## config.mk

```make
export PLATFORM = sky130hd
export DESIGN_NAME = wb_bus_arbiter
export DESIGN_NICKNAME = d
export VERILOG_FILES = /design/src/rtl/wb_bus_arbiter_pkg.sv /design/src/rtl/wb_arb_watchdog.sv /design/src/rtl/wb_bus_arbiter.sv
export SDC_FILE = /design/constraint.sdc
export NUM_CORES = 1
export LEC_CHECK = 0
export BUFFER_PORTS_ARGS = -buffer_cell sky130_fd_sc_hd__clkbuf_2
export CORE_AREA = 3 3 122 124
export CTS_BUF_LIST = sky130_fd_sc_hd__clkbuf_16
export DETAILED_ROUTE_END_ITERATION = 7
export DIE_AREA = 0 0 125 127
export GPL_TIMING_DRIVEN = 0
export PLACE_DENSITY = 0.58
export SETUP_SLACK_MARGIN = 0.1
export SYNTH_ARGS = -nofsm -noshare
export SYNTH_HDL_FRONTEND = slang
export SYNTH_HIERARCHICAL = 1
export SYNTH_SLANG_ARGS = --single-unit
```

## constraint.sdc

```tcl
create_clock -name clk -period 3.1 [get_ports clk]
set_clock_uncertainty 0.1 [all_clocks]
set_input_delay 0.31 -clock clk [delete_from_list [all_inputs] [get_ports clk]]
set_output_delay 0.31 -clock clk [all_outputs]
set_load 0.05 [all_outputs]
```

## src/rtl/wb_bus_arbiter_pkg.sv

```systemverilog
// Shared definitions for the two-master Wishbone arbiter.
package wb_bus_arbiter_pkg;

  // Bus width used across the CPU register/bus datapath.
  localparam int unsigned RegBus = 32;
  localparam logic [RegBus-1:0] ZeroWord = '0;
  // Level of rst_n that holds the design in reset.
  localparam logic RstEnable = 1'b0;

  // Arbiter state encodings; the GNT codes double as the one-hot grant vector.
  typedef enum logic [1:0] {
    ArbIdle = 2'b00,
    ArbGnt0 = 2'b01,
    ArbGnt1 = 2'b10
  } arb_state_e;

  // Which master owned the bus most recently (loses the next tie).
  typedef enum logic {
    LastM0 = 1'b0,
    LastM1 = 1'b1
  } arb_owner_e;

endpackage

```

## src/rtl/wb_arb_watchdog.sv

```systemverilog
// Stall counter for the arbiter: counts unacknowledged strobe cycles of the
// current owner and flags the cycle on which the limit is reached.
module wb_arb_watchdog
  import wb_bus_arbiter_pkg::*;
#(
  parameter int unsigned TIMEOUT = 255,
  parameter int unsigned CW      = 16
) (
  input  logic clk,
  input  logic rst_n,
  input  logic clr_i,
  input  logic en_i,
  output logic timeout_o
);

  localparam logic [CW-1:0] Limit = CW'(TIMEOUT - 1);

  logic [CW-1:0] count_q, count_d;

  // Clear has priority over counting so an ack on the limit cycle wins.
  always_comb begin
    count_d = count_q;
    if (clr_i) begin
      count_d = '0;
    end else if (en_i) begin
      count_d = count_q + 1'b1;
    end
  end

  // Timeout is a single-cycle pulse while the stalled strobe sits at the limit.
  always_comb begin
    timeout_o = en_i && !clr_i && (count_q == Limit);
  end

  // Counter register.
  always_ff @(posedge clk) begin
    if (rst_n == RstEnable) begin
      count_q <= '0;
    end else begin
      count_q <= count_d;
    end
  end

endmodule

```

## src/rtl/wb_bus_arbiter.sv

```systemverilog
// Two-master, one-slave Wishbone arbiter. Round-robin grant held for a whole
// cyc, one dead cycle between owners, watchdog abort with error to the owner.
module wb_bus_arbiter
  import wb_bus_arbiter_pkg::*;
#(
  parameter int unsigned DW      = RegBus,
  parameter int unsigned TIMEOUT = 255,
  parameter int unsigned CW      = 16
) (
  input  logic          clk,
  input  logic          rst_n,
  // master 0 (data side)
  input  logic          m0_cyc_i,
  input  logic          m0_stb_i,
  input  logic          m0_we_i,
  input  logic [DW-1:0] m0_addr_i,
  input  logic [DW-1:0] m0_data_i,
  input  logic [3:0]    m0_sel_i,
  output logic [DW-1:0] m0_data_o,
  output logic          m0_ack_o,
  output logic          m0_err_o,
  // master 1 (instruction side)
  input  logic          m1_cyc_i,
  input  logic          m1_stb_i,
  input  logic          m1_we_i,
  input  logic [DW-1:0] m1_addr_i,
  input  logic [DW-1:0] m1_data_i,
  input  logic [3:0]    m1_sel_i,
  output logic [DW-1:0] m1_data_o,
  output logic          m1_ack_o,
  output logic          m1_err_o,
  // slave
  output logic          s_cyc_o,
  output logic          s_stb_o,
  output logic          s_we_o,
  output logic [DW-1:0] s_addr_o,
  output logic [DW-1:0] s_data_o,
  output logic [3:0]    s_sel_o,
  input  logic [DW-1:0] s_data_i,
  input  logic          s_ack_i,
  output logic [1:0]    gnt_o
);

  arb_state_e state_q, state_d;
  arb_owner_e last_q, last_d;
  logic       own_stb;
  logic       wd_clr;
  logic       wd_en;
  logic       timeout;

  // Watchdog control: held clear while idle or on ack, counts owner stalls.
  always_comb begin
    own_stb = 1'b0;
    unique case (state_q)
      ArbGnt0: own_stb = m0_stb_i;
      ArbGnt1: own_stb = m1_stb_i;
      default: own_stb = 1'b0;
    endcase
    wd_clr = (state_q == ArbIdle) || s_ack_i;
    wd_en  = own_stb && !s_ack_i;
  end

  wb_arb_watchdog #(
    .TIMEOUT (TIMEOUT),
    .CW      (CW)
  ) u_watchdog (
    .clk       (clk),
    .rst_n     (rst_n),
    .clr_i     (wd_clr),
    .en_i      (wd_en),
    .timeout_o (timeout)
  );

  // Next-state: arbitrate in IDLE, release the owner on cyc drop or abort.
  always_comb begin
    state_d = state_q;
    last_d  = last_q;
    unique case (state_q)
      ArbIdle: begin
        if (m0_cyc_i && m1_cyc_i) begin
          if (last_q == LastM1) begin
            state_d = ArbGnt0;
            last_d  = LastM0;
          end else begin
            state_d = ArbGnt1;
            last_d  = LastM1;
          end
        end else if (m0_cyc_i) begin
          state_d = ArbGnt0;
          last_d  = LastM0;
        end else if (m1_cyc_i) begin
          state_d = ArbGnt1;
          last_d  = LastM1;
        end
      end
      ArbGnt0: if (!m0_cyc_i || timeout) state_d = ArbIdle;
      ArbGnt1: if (!m1_cyc_i || timeout) state_d = ArbIdle;
      default: state_d = ArbIdle;
    endcase
  end

  // Bus muxes: pass the owner through, kill cyc/stb on the abort cycle.
  always_comb begin
    s_cyc_o   = 1'b0;
    s_stb_o   = 1'b0;
    s_we_o    = 1'b0;
    s_addr_o  = '0;
    s_data_o  = '0;
    s_sel_o   = '0;
    m0_data_o = '0;
    m0_ack_o  = 1'b0;
    m0_err_o  = 1'b0;
    m1_data_o = '0;
    m1_ack_o  = 1'b0;
    m1_err_o  = 1'b0;
    gnt_o     = 2'b00;
    unique case (state_q)
      ArbGnt0: begin
        s_cyc_o   = m0_cyc_i && !timeout;
        s_stb_o   = m0_stb_i && !timeout;
        s_we_o    = m0_we_i;
        s_addr_o  = m0_addr_i;
        s_data_o  = m0_data_i;
        s_sel_o   = m0_sel_i;
        m0_ack_o  = s_ack_i;
        m0_err_o  = timeout;
        m0_data_o = (s_ack_i && !m0_we_i) ? s_data_i : '0;
        gnt_o     = 2'b01;
      end
      ArbGnt1: begin
        s_cyc_o   = m1_cyc_i && !timeout;
        s_stb_o   = m1_stb_i && !timeout;
        s_we_o    = m1_we_i;
        s_addr_o  = m1_addr_i;
        s_data_o  = m1_data_i;
        s_sel_o   = m1_sel_i;
        m1_ack_o  = s_ack_i;
        m1_err_o  = timeout;
        m1_data_o = (s_ack_i && !m1_we_i) ? s_data_i : '0;
        gnt_o     = 2'b10;
      end
      default: ;
    endcase
  end

  // State and last-owner registers; m1 is "last" out of reset so m0 wins ties.
  always_ff @(posedge clk) begin
    if (rst_n == RstEnable) begin
      state_q <= ArbIdle;
      last_q  <= LastM1;
    end else begin
      state_q <= state_d;
      last_q  <= last_d;
    end
  end

endmodule

```

== After elaboration in Yosys (flattened, before gate mapping) ==
Cells that the tools add are included.
Storage, ports and cells
  bits in registers: 19
  word-level logic and storage cells: 63
  input bits: 177
Operators by class
  bitwise operators: 1
  equal/unequal tests: 6
  multiplexer cells: 27
  $add $sub $neg: 1
  reductions and logical operators: 25
Operators with widths (count)
  $mux W32: 4
  $pmux W32 S2: 2
  $add A16 B1 Y16 const B: 1
  $eq A16 B8 Y1 const B: 1
  $mux W2: 6
  $logic_and A1 B1 Y1: 10
  $mux W1: 8
  $pmux W1 S2: 4
  $pmux W4 S2: 1
  $logic_not A1 Y1: 7
  $pmux W2 S3: 1
  $ne A2 B2 Y1 const B: 2
  $ne A4 B3 Y1 const B: 1
  $pmux W2 S2: 1
  $logic_or A1 B1 Y1: 3
  $reduce_and A3 Y1: 1
  $reduce_bool A3 Y1: 1
  $eq A2 B1 Y1 const B: 1
  $eq A2 B2 Y1 const B: 1
  $logic_not A2 Y1: 1
  $reduce_and A2 Y1: 1
  $reduce_or A2 Y1: 1
  $not A1 Y1: 1

== Longest topological paths before layout ==
Gate-level depths: netlist of run 1.
  depth in word-level cells: 8
  gate-level depth with buffers: 11

== Modules after synthesis ==
The synthesis of run 1 kept the hierarchy.
By module, submodules not included
  wb_bus_arbiter: cells an instance 272, area an instance 1856.8 µm², instances 1
  wb_arb_watchdog: cells an instance 85, area an instance 760.7 µm², instances 1

== Least setup slack after synthesis of run 1 ==
OpenSTA, ideal clock, no wires.
  path kind: register -> output
  start point: reg state_q[0]
  end point: out m0_err_o
  arrival: 2.895 ns
  buffers on the path: 2
  setup slack: -0.205 ns
  cell stages (with the launch flop): 10
  required time: 2.690 ns
  cell sequence: dfxtp_1 -> inv_1 -> ha_1 -> buf_2 -> buf_4 -> a22oi_1 -> nor3b_1 -> and3_2 -> and4_2 -> and2_1
On the way
  longest elaborated chain between the ends: 6
Ends and longest elaborated chain
  start, declared: RTL line wb_bus_arbiter.sv:44  | arb_state_e state_q, state_d;
  start signal, assigned: RTL line wb_bus_arbiter.sv:149  | state_q <= ArbIdle;
  start signal, assigned: RTL line wb_bus_arbiter.sv:152  | state_q <= state_d;
  $eq A2 B2 Y1 / $eq A2 B1 Y1 (equally long branches): RTL line wb_bus_arbiter.sv:54  | unique case (state_q)
  $pmux W1 S2 *: RTL line wb_bus_arbiter.sv:54
  $logic_and A1 B1 Y1 *: RTL line wb_bus_arbiter.sv:60  | wd_en = own_stb && !s_ack_i;
  via wd_en: RTL line wb_bus_arbiter.sv:48  | logic wd_en;
  $logic_and A1 B1 Y1 * (2 in series): RTL line wb_arb_watchdog.sv:32  | timeout_o = en_i && !clr_i && (count_q == Limit);
  via timeout: RTL line wb_bus_arbiter.sv:49  | logic timeout;
  $mux W1 *: RTL line wb_bus_arbiter.sv:117  | unique case (state_q)
  end, declared: RTL line wb_bus_arbiter.sv:21  | output logic m0_err_o,
Mark *: on every way through the listed nets, which the timed path passes. The rest lies on a longest branch.

== Final worst setup path of run 1 ==
  start point: reg state_q[1]
  end point: out m0_err_o
Same word-level chain as after synthesis.

==> impl_metrics.py, run 1 <==
metrics = {
    "synthesis": {
        "synth_nets": 541,
        "synth.distinct_cells": 37,
        "synthCells": 357,
        "postSynthAreaPerCell_um2": 7.332,
        "ys_ff_latch": 19,
        "yosysWarnings": 6,
        "seq_area_frac_synth": 0.1453,
        "synth_area_um2": 2618,
    },
    "worst_setup_path": {
        "crit_arrival_ps": 2460,
        "reg2reg_to": "u_watchdog/count_q[14]$_SDFFE_PP0P_",
        "cp-startpoint": "state_q[1]$_SDFFE_PN0P_",
        "rrSetupSlack_ps": 600,
        "worstSetupEndpoint": "m0_err_o",
        "endpoint_kind": "output pin",
        "timing.rr.start": "state_q[1]$_SDFFE_PN0P_",
        "cp_max_fo": 10,
        "ff2ff_path_depth": 12,
        "startpoint_type": "flip-flop",
        "worst-setup-path-type": "reg -> out",
        "worstPathRequired_ps": 2690,
    },
    "cells_and_area": {
        "stdcell_area_um2": 4612,
        "seqCellArea_um2": 382.9,
        "drive_gt1_frac": 0.5376,
        "final_util": 0.3323,
        "n_fill_cell": 1563,
        "layout_commonest_cell": "clkbuf_2",
        "nets": 864,
        "final_cell_mix": "clkbuf_2 (314), a22oi_1 (70), nor2b_1 (69), and2_1 (69), dfxtp_1 (17)",
        "multi_input_area_um2": 2068,
        "area.growth.synth_to_final_pct": 76.19,
    },
    "die": {
        "die_h_um": 127,
        "die_w_um": 125,
        "ios": 318,
        "core_area_um2": 13880,
        "start_util": 0.1886,
        "fp-row-count": 43,
        "die_area_um2": 15880,
    },
    "cts": {
        "h-tree-depth": 1,
        "path_clk_slew_ps": 50,
        "numCtsBuffers": 3,
        "cts_sinks": 19,
        "cts_root_buf": "clkbuf_16",
        "clock_latency_ps": 250,
        "clockBufferDepth": 2,
        "cts_tree": "built",
    },
    "sta": {
        "final.period_utilization": 0.9247,
        "fin_crit_ps": 2867,
        "hold_ws_ps": 197.2,
        "slew_violations": 0,
        "slew_headroom": 0.6897,
        "hold_viol": 0,
        "grt_setup_unrepaired": "false",
        "setup_slack_ps": 233.4,
        "max_slew.worst_pin.slew_ps": 465.5,
        "setup_violations": 0,
        "max_freq_mhz": 348.8,
    },
    "drt": {
        "avgViaCountPerCell": 4.357,
        "dr.pass1.iters": 4,
        "vias": 3751,
        "drtAntennaViolNets": 0,
        "drt_iter0_drc": 250,
        "drc": 0,
        "wl_um": 14340,
        "wl_per_cell_um": 16.66,
    },
    "power": {
        "peakVddDrop_uv": 223.4,
        "clockPowerShare": 0.189,
        "sequentialPowerShare": 0.183,
        "switching_share": 0.4709,
        "p_leak_nw": 2.327,
        "intPower_mw": 0.7354,
        "p_switching_mw": 0.6544,
        "cellPowerDensity_nw_per_um2": 301.4,
        "p_comb_frac": 0.628,
        "total_power_mw": 1.390,
    },
    "grt": {
        "antenna_found_initial": 2,
        "grtUsageTotal": 0.1631,
        "grt_remaining_overflow": 0,
        "grt_max_degree": 11,
        "grt_first_pass_wirelength_um": 20830,
        "grt_pass1_vias": 3565,
    },
    "placed_design": {
        "port_buffers": 317,
        "pre_cts_ws_ps": -255.8,
        "place_congestion": 0.8618,
        "hpwlAfterDp_um": 12340,
        "place_area_um2": 4442,
    },
    "min_path": {
        "hp-class": "in -> reg",
    },
    "status": {
        "status": "completed",
    },
    "run": {
        "cap_violations": 0,
    },
}
==> logic make-up after synthesis <==
family                     Yosys count  synth area share
AOI/OAI and AO/OA                   86            0.2371
xor gates and xnor gates            11           0.03681
adders and majority gates            7           0.03346
buffers and inverters               37           0.08317
DFF                                 19            0.1453
muxes                                2          0.007648
and+or+nand+nor                    195            0.4565
==> sequential cells by signal, indices dropped and copies added (netlist names) <==
register,count
u_watchdog/count_q,16
last_q,1
state_q,2
==> synth_stat cells, drive strengths merged <==
library cell / number / area share
a211oi: 1 / 0.0029
a21oi: 5 / 0.0096
a22oi: 71 / 0.20
a2bb2oi: 1 / 0.0033
and2: 69 / 0.16
and3: 4 / 0.011
and4: 4 / 0.014
buf: 24 / 0.065
clkbuf: 9 / 0.013
dfxtp: 19 / 0.15
ha: 7 / 0.033
inv: 4 / 0.0057
mux2i: 2 / 0.0076
nand2: 10 / 0.016
nand2b: 2 / 0.0048
nand3: 6 / 0.011
nand4: 4 / 0.015
nor2: 18 / 0.032
nor2b: 69 / 0.16
nor3: 1 / 0.0019
nor3b: 1 / 0.0029
nor4b: 1 / 0.0033
o2111ai: 1 / 0.0033
o21ai: 5 / 0.0096
o22ai: 2 / 0.0048
or2: 1 / 0.0024
or3: 4 / 0.0096
or4: 1 / 0.0029
xnor2: 2 / 0.0067
xor2: 9 / 0.030
==> how the worst min path moves through the flow <==
| stage | startpoint | end | slack [ps] | cells after the start |
|---|---|---|---|---|
| floorplan | rst_n | last_q$_SDFFE_PN1P_ | 290 | 1 |
| global route | rst_n | last_q$_SDFFE_PN1P_ | 220 | 2 |
| detailed placement | u_watchdog/count_q[15]$_SDFFE_PP0P_ | u_watchdog/count_q[15]$_SDFFE_PP0P_ | 380 | 2 |
| finish | rst_n | last_q$_SDFFE_PN1P_ | 200 | 2 |
| CTS | rst_n | last_q$_SDFFE_PN1P_ | 190 | 2 |
| global placement | u_watchdog/count_q[15]$_SDFFE_PP0P_ | u_watchdog/count_q[15]$_SDFFE_PP0P_ | 380 | 2 |
==> power groups by stage <==
| stage | logic (mW) | registers, mW | clock network (mW) |
|---|---|---|---|
| 3_3_place_gp | 0.844 | 0.259 | 0 |
| 2_1_floorplan | 0.558 | 0.258 | 0 |
| 6_report | 0.872 | 0.255 | 0.263 |
| 3_5_place_dp | 0.843 | 0.259 | 0 |
| 5_1_grt | 0.936 | 0.256 | 0.280 |
| 4_1_cts | 0.871 | 0.254 | 0.268 |
==> routing by layer <==
| metal | up-vias | routed length, um | track usage |
|---|---|---|---|
| met5 | - | 0 | 0 |
| met4 | 0 | 176 | 0.02870 |
| met3 | 10 | 1075 | 0.04055 |
| met2 | 160 | 7239 | 0.2809 |
| met1 | 1681 | 5850 | 0.2100 |
| li1 | 1900 | - | - |
==> critical path: stages, from the launching register on <==
cell and delay (ps):
dfxtp_2 340, inv_1 120, ha_1 180, buf_6 160, buf_4 180, a22oi_2 80, nor3b_4 200, and3_4 250
and4_4 280, and2_1 130, clkbuf_2 270
==> layout make-up <==
type                            count  share of cell area
Clock inverter                      1           0.0008139
Buffer                             33             0.04829
Tap cell                          180             0.04883
Timing Repair Buffer              318              0.3500
Sequential cell                    19             0.08302
Antenna cell                        2            0.001085
Clock buffer                        3             0.01628
Multi-Input combinational cell    301              0.4485
Inverter                            4            0.003256
==> through the flow <==
step,std cells,setup TNS (ps)
2_1_floorplan,357,0
3_3_place_gp,854,-1099
3_5_place_dp,854,-895.3
4_1_cts,859,0
5_1_grt,861,0
6_report,861,0
==> timing repair <==
item,CTS,global route
gates resized for setup,17,5
hold buffers,0,0
gates cloned,0,0
hold endpoints to repair,0,0
setup endpoints to repair,6,4
pin swaps,1,0
setup buffers,1,0
No activity file was read; power rests on OpenSTA's default activity.
==> run 2, diff against run 1 <==
Settings changed: CORE_AREA 3 3 122 124 to 3 3 123 125, DIE_AREA 0 0 125 127 to 0 0 126 128, PLACE_DENSITY 0.58 to 0.59.
Clock period 3.1 ns to 2.45 ns, I/O delays scaled along.
==> impl_metrics.py, run 2 (same netlist as run 1, synthesis figures left out) <==
metrics = {
    "sta": {
        "final.period_utilization": 1.008,
        "slew_violations": 0,
        "fin_crit_ps": 2469,
        "hold_viol": 0,
        "max_freq_mhz": 405.0,
        "tns_ps": -38.23,
        "setup_violations": 2,
        "hold_ws_ps": 150.2,
        "slew_headroom": 0.7038,
        "max_slew.worst_pin.slew_ps": 444.3,
        "grt_setup_unrepaired": "true",
        "setup_slack_ps": -19.39,
    },
    "power": {
        "p_leak_nw": 2.450,
        "cellPowerDensity_nw_per_um2": 374.7,
        "peakVddDrop_uv": 344.1,
        "p_switching_mw": 0.8407,
        "total_power_mw": 1.819,
        "sequentialPowerShare": 0.179,
        "intPower_mw": 0.9784,
        "p_comb_frac": 0.639,
        "switching_share": 0.4621,
        "clockPowerShare": 0.182,
    },
    "die": {
        "start_util": 0.1871,
        "die_w_um": 126,
        "die_h_um": 128,
        "ios": 318,
        "fp-row-count": 43,
        "die_area_um2": 16130,
        "core_area_um2": 13990,
    },
    "worst_setup_path": {
        "endpoint_kind": "output pin",
        "worstSetupEndpoint": "s_stb_o",
        "reg2reg_to": "u_watchdog/count_q[14]$_SDFFE_PP0P_",
        "crit_arrival_ps": 2120,
        "timing.rr.start": "state_q[0]$_SDFFE_PN0P_",
        "worstPathRequired_ps": 2110,
        "startpoint_type": "flip-flop",
        "worst-setup-path-type": "reg -> out",
        "ff2ff_path_depth": 12,
        "rrSetupSlack_ps": 160,
        "cp-startpoint": "state_q[0]$_SDFFE_PN0P_",
        "cp_max_fo": 4,
    },
    "drt": {
        "drt_iter0_drc": 203,
        "wl_um": 13800,
        "wl_per_cell_um": 15.80,
        "drtAntennaViolNets": 0,
        "vias": 3815,
        "drc": 0,
        "dr.pass1.iters": 4,
        "avgViaCountPerCell": 4.370,
    },
    "grt": {
        "grt_max_degree": 12,
        "grtUsageTotal": 0.1495,
        "antenna_found_initial": 0,
        "grt_first_pass_wirelength_um": 19520,
        "grt_remaining_overflow": 0,
        "grt_pass1_vias": 3407,
    },
    "cts": {
        "path_clk_slew_ps": 50,
        "clockBufferDepth": 2,
        "cts_sinks": 19,
        "cts_tree": "built",
        "numCtsBuffers": 3,
        "clock_latency_ps": 250,
        "h-tree-depth": 1,
        "cts_root_buf": "clkbuf_16",
    },
    "min_path": {
        "hp-class": "in -> reg",
        "hold_depth": 2,
    },
    "cells_and_area": {
        "final_util": 0.3470,
        "area.growth.synth_to_final_pct": 85.47,
        "drive_gt1_frac": 0.5584,
        "reg_top3": "u_watchdog/count_q (16), state_q (2), last_q (1)",
        "largest_reg_flops": 16,
        "final_cell_mix": "clkbuf_2 (296), a22oi_1 (70), nor2b_1 (69)",
        "stdcell_area_um2": 4855,
        "layout_commonest_cell": "clkbuf_2",
        "finalNonFillerCells": 873,
        "nets": 878,
        "largest-register": "u_watchdog/count_q",
        "insertedDiodeCount": 0,
    },
    "placed_design": {
        "dp_cells": 854,
        "hpwlAfterDp_um": 11730,
        "place_congestion": 0.8389,
        "pre_cts_ws_ps": -450.0,
        "port_buffers": 317,
        "place_area_um2": 4519,
    },
    "status": {
        "status": "complete, but fails checks",
        "violations": "setup timing",
    },
    "run": {
        "cap_violations": 0,
    },
}
-- run 2: cell count changes in the layout (fill, tap and decap cells not counted), moves of 3 or more --
cell / before / now
buf_2: 13 / 28
clkbuf_2: 314 / 296
clkbuf_16: 3 / 6
buf_8: 0 / 5
buf_4: 2 / 14
-- run 2: routing by layer --
| metal | global-route usage | vias to the layer above | routed length (um) |
|---|---|---|---|
| li1 | - | 1920 | - |
| met1 | 0.1927 | 1731 | 5588 |
| met2 | 0.2645 | 158 | 7040 |
| met3 | 0.03333 | 6 | 1060 |
| met4 | 0.01577 | 0 | 106 |
| met5 | 0 | - | 0 |
-- run 2: timing repair --
action | CTS | global route
gates resized for setup | 26 | 27
pin swaps | 6 | 9
buffers inserted | 13 | 2
hold buffers | 0 | 0
setup endpoints to repair | 18 | 69
-- run 2: power by group through the flow --
stage,Clock (mW),Combinational [mW],Sequential (mW)
global placement,0,1.10,0.330
global route,0.351,1.25,0.326
floorplan,0,0.737,0.329
detailed placement,0,1.10,0.331
finish,0.331,1.16,0.325
CTS,0.344,1.17,0.325
-- run 2: worst max-delay path: stages (launching register included) --
cell and delay [ps]:
dfxtp_4 360, inv_4 80, ha_4 140, buf_8 100, buf_8 90, a22oi_2 80, nor3b_4 230, and3_4 220
and4_4 240, nand2b_4 160, nor2_4 40, buf_8 150
-- run 2: cell type report --
class,instances,area (um2)
buffer,33,259.0
timing repair buffer,332,1768
fill,1535,9134
clock inverter,1,5.005
tap,180,225.2
multi-input combinational,301,2115
clock buffer,3,75.07
inverter,4,20.02
sequential,19,387.9
-- run 2: worst min-delay path by stage --
| stage | from | endpoint | slack, ps |
|---|---|---|---|
| 2_1_floorplan | rst_n | last_q$_SDFFE_PN1P_ | 220 |
| 6_report | rst_n | last_q$_SDFFE_PN1P_ | 150 |
| 5_1_grt | rst_n | last_q$_SDFFE_PN1P_ | 170 |
| 3_5_place_dp | u_watchdog/count_q[15]$_SDFFE_PP0P_ | u_watchdog/count_q[15]$_SDFFE_PP0P_ | 390 |
| 4_1_cts | rst_n | last_q$_SDFFE_PN1P_ | 150 |
| 3_3_place_gp | u_watchdog/count_q[15]$_SDFFE_PP0P_ | u_watchdog/count_q[15]$_SDFFE_PP0P_ | 380 |
==> run 3, diff against run 2 <==
Settings changed: CORE_AREA 3 3 123 125 to 3 3 122 124, DIE_AREA 0 0 126 128 to 0 0 125 127, PLACE_DENSITY 0.59 to 0.6, SYNTH_HIERARCHICAL 1 to not set.
==> impl_metrics.py, run 3 <==
metrics = {
    "sta": {
        "setup_violations": 0,
        "max_freq_mhz": 424.3,
        "slew_headroom": 0.7005,
        "max_slew.worst_pin.slew_ps": 449.2,
        "grt_setup_unrepaired": "true",
        "final.period_utilization": 0.9621,
        "tns_ps": 0,
        "setup_slack_ps": 92.96,
        "hold_ws_ps": 141.9,
        "fin_crit_ps": 2357,
        "hold_viol": 0,
        "slew_violations": 0,
    },
    "cts": {
        "clock_latency_ps": 250,
        "postCtsHoldBufs": 0,
        "numCtsBuffers": 3,
        "path_clk_slew_ps": 50,
        "cts_sinks": 19,
        "cts_tree": "built",
        "cts_root_buf": "clkbuf_16",
        "clockBufferDepth": 2,
        "h-tree-depth": 1,
    },
    "synthesis": {
        "synth_enable_flop_cells": 0,
        "synth_area_um2": 2600,
        "yosys.area_share.simple": 0.4663,
        "yosysMostFrequentCell": "and2_1",
        "synth_compound_area_frac": 0.2570,
        "synth_top_family_by_area": "simple AND/OR/NAND/NOR gates",
        "synth_nets": 549,
        "synth_top_cell_by_area": "a22oi_1",
        "synth.distinct_cells": 38,
        "synthCells": 365,
        "seq_area_frac_synth": 0.1463,
        "synth_area_leaders": "a22oi_1 (20%), and2_1 (17%), nor2b_1 (17%)",
        "synth.area.mux_share": 0.007700,
        "synth_fa_ha_area_frac": 0.03369,
        "async_reset_ff_frac": 0,
        "synth_top_area_frac": 0.2021,
        "synth_ff_type": "dfxtp_1",
        "postSynthAreaPerCell_um2": 7.123,
        "synth_common_cells": "and2_1 (72), nor2b_1 (71), a22oi_1 (70), clkbuf_1 (28), dfxtp_1 (19)",
        "synth-xor-area-share": 0.02695,
        "yosysWarnings": 0,
        "ys_ff_latch": 19,
    },
    "die": {
        "die_w_um": 125,
        "die_h_um": 127,
        "fp-row-count": 43,
        "core_area_um2": 13880,
        "ios": 318,
        "start_util": 0.1873,
        "die_area_um2": 15880,
    },
    "placed_design": {
        "port_buffers": 317,
        "pre_cts_ws_ps": -628.2,
        "hpwlAfterDp_um": 12670,
        "place_congestion": 0.8715,
    },
    "cells_and_area": {
        "final_cell_mix": "clkbuf_2 (255), nor2b_1 (69), a22oi_1 (68)",
        "area.growth.synth_to_final_pct": 99.23,
        "multi_input_area_um2": 2200,
        "nets": 885,
        "n_fill_cell": 1482,
        "reg_top3": "u_watchdog.count_q (16), state_q (2), last_q (1)",
        "drive_gt1_frac": 0.5957,
        "largest-register": "u_watchdog.count_q",
        "layout_commonest_cell": "clkbuf_2",
        "largest_reg_flops": 16,
        "seqCellArea_um2": 387.9,
    },
    "worst_setup_path": {
        "startpoint_type": "flip-flop",
        "crit_arrival_ps": 2010,
        "timing.rr.start": "state_q[0]$_SDFFE_PN0P_",
        "cp-startpoint": "state_q[0]$_SDFFE_PN0P_",
        "worstSetupEndpoint": "s_cyc_o",
        "endpoint_kind": "output pin",
        "worst-setup-path-type": "reg -> out",
        "cp_max_fo": 4,
        "rrSetupSlack_ps": 350,
        "reg2reg_to": "u_watchdog.count_q[13]$_SDFFE_PP0P_",
        "worstPathRequired_ps": 2110,
        "ff2ff_path_depth": 8,
    },
    "grt": {
        "grt_remaining_overflow": 0,
        "antenna_found_initial": 5,
        "grtUsageTotal": 0.1764,
        "grt_max_degree": 11,
        "grt_first_pass_wirelength_um": 22470,
        "grt_pass1_vias": 3980,
    },
    "drt": {
        "drt_iter0_drc": 150,
        "vias": 4101,
        "avgViaCountPerCell": 4.639,
        "drc": 0,
        "drtAntennaViolNets": 0,
        "dr.pass1.iters": 5,
        "wl_per_cell_um": 17.60,
        "wl_um": 15560,
    },
    "status": {
        "status": "completed",
    },
    "power": {
        "intPower_mw": 1.023,
        "p_leak_nw": 2.493,
        "peakVddDrop_uv": 189.2,
        "clockPowerShare": 0.175,
        "sequentialPowerShare": 0.170,
        "switching_share": 0.4694,
        "p_comb_frac": 0.655,
        "p_switching_mw": 0.9046,
        "cellPowerDensity_nw_per_um2": 372.1,
        "total_power_mw": 1.927,
    },
    "run": {
        "cap_violations": 0,
    },
    "min_path": {
        "hp-class": "in -> reg",
    },
}
==> run 3: timing repair <==
action | in CTS | in global routing
gates cloned | 2 | 0
gates resized for setup | 143 | 56
pin swaps | 3 | 5
buffers inserted | 6 | 6
endpoints found under the setup margin | 137 | 124
==> run 3: final cells by class <==
type,instances,share of cell area
Clock buffer,3,0.01449
Tap cell,180,0.04348
Antenna cell,4,0.001932
Sequential cell,19,0.07488
Timing Repair Buffer,331,0.3879
Clock inverter,1,0.0007246
Multi-Input combinational cell,307,0.4246
Inverter,5,0.004589
Buffer,34,0.04734
==> run 3: cells by family after synthesis <==
| group | after synthesis |
|---|---|
| buf+inv | 39 |
| flops | 19 |
| fa+ha+maj | 7 |
| mux | 2 |
| xor+xnor | 8 |
| simple gates | 196 |
| compound gates | 94 |
==> run 3: metal layers <==
| layer | track usage | part of all wire | routed length (um) |
|---|---|---|---|
| met5 | 0 | 0.00084 | 13 |
| met2 | 0.3189 | 0.50 | 7786 |
| met1 | 0.1971 | 0.36 | 5603 |
| met3 | 0.04599 | 0.095 | 1474 |
| met4 | 0.07207 | 0.044 | 679 |
==> run 3: stage by stage <==
step	area (um2)	std cells	util
finish	5180	884	0.3732
global route	5180	884	0.3732
CTS	5035	874	0.3627
detailed placement	4452	862	0.3207
global placement	4452	862	0.3207
floorplan	2640	365	-
==> run 3: how the worst min path moves through the flow <==
stage                                              from                                   to  depth (start not counted)
global route                                      rst_n                  last_q$_SDFFE_PN1P_                          2
finish                                            rst_n                  last_q$_SDFFE_PN1P_                          2
CTS                                               rst_n                  last_q$_SDFFE_PN1P_                          2
floorplan                                         rst_n                  last_q$_SDFFE_PN1P_                          1
global placement    u_watchdog.count_q[15]$_SDFFE_PP0P_  u_watchdog.count_q[15]$_SDFFE_PP0P_                          2
detailed placement  u_watchdog.count_q[15]$_SDFFE_PP0P_  u_watchdog.count_q[15]$_SDFFE_PP0P_                          2
==> run 3: power by group through the flow <==
stage,sequential [mW],combinational (mW),clock [mW]
floorplan,0.328,0.744,0
global placement,0.330,1.13,0
detailed placement,0.330,1.13,0
CTS,0.325,1.23,0.347
global route,0.328,1.35,0.367
finish,0.328,1.26,0.337
==> run 3: critical path, stage by stage, from the launching register on <==
cell and delay, ps:
dfxtp_4 370, buf_12 130, ha_4 160, a22o_1 210
buf_6 120, nand4_1 120, nor2_4 80, buf_12 130
nor3b_4 260, buf_8 180
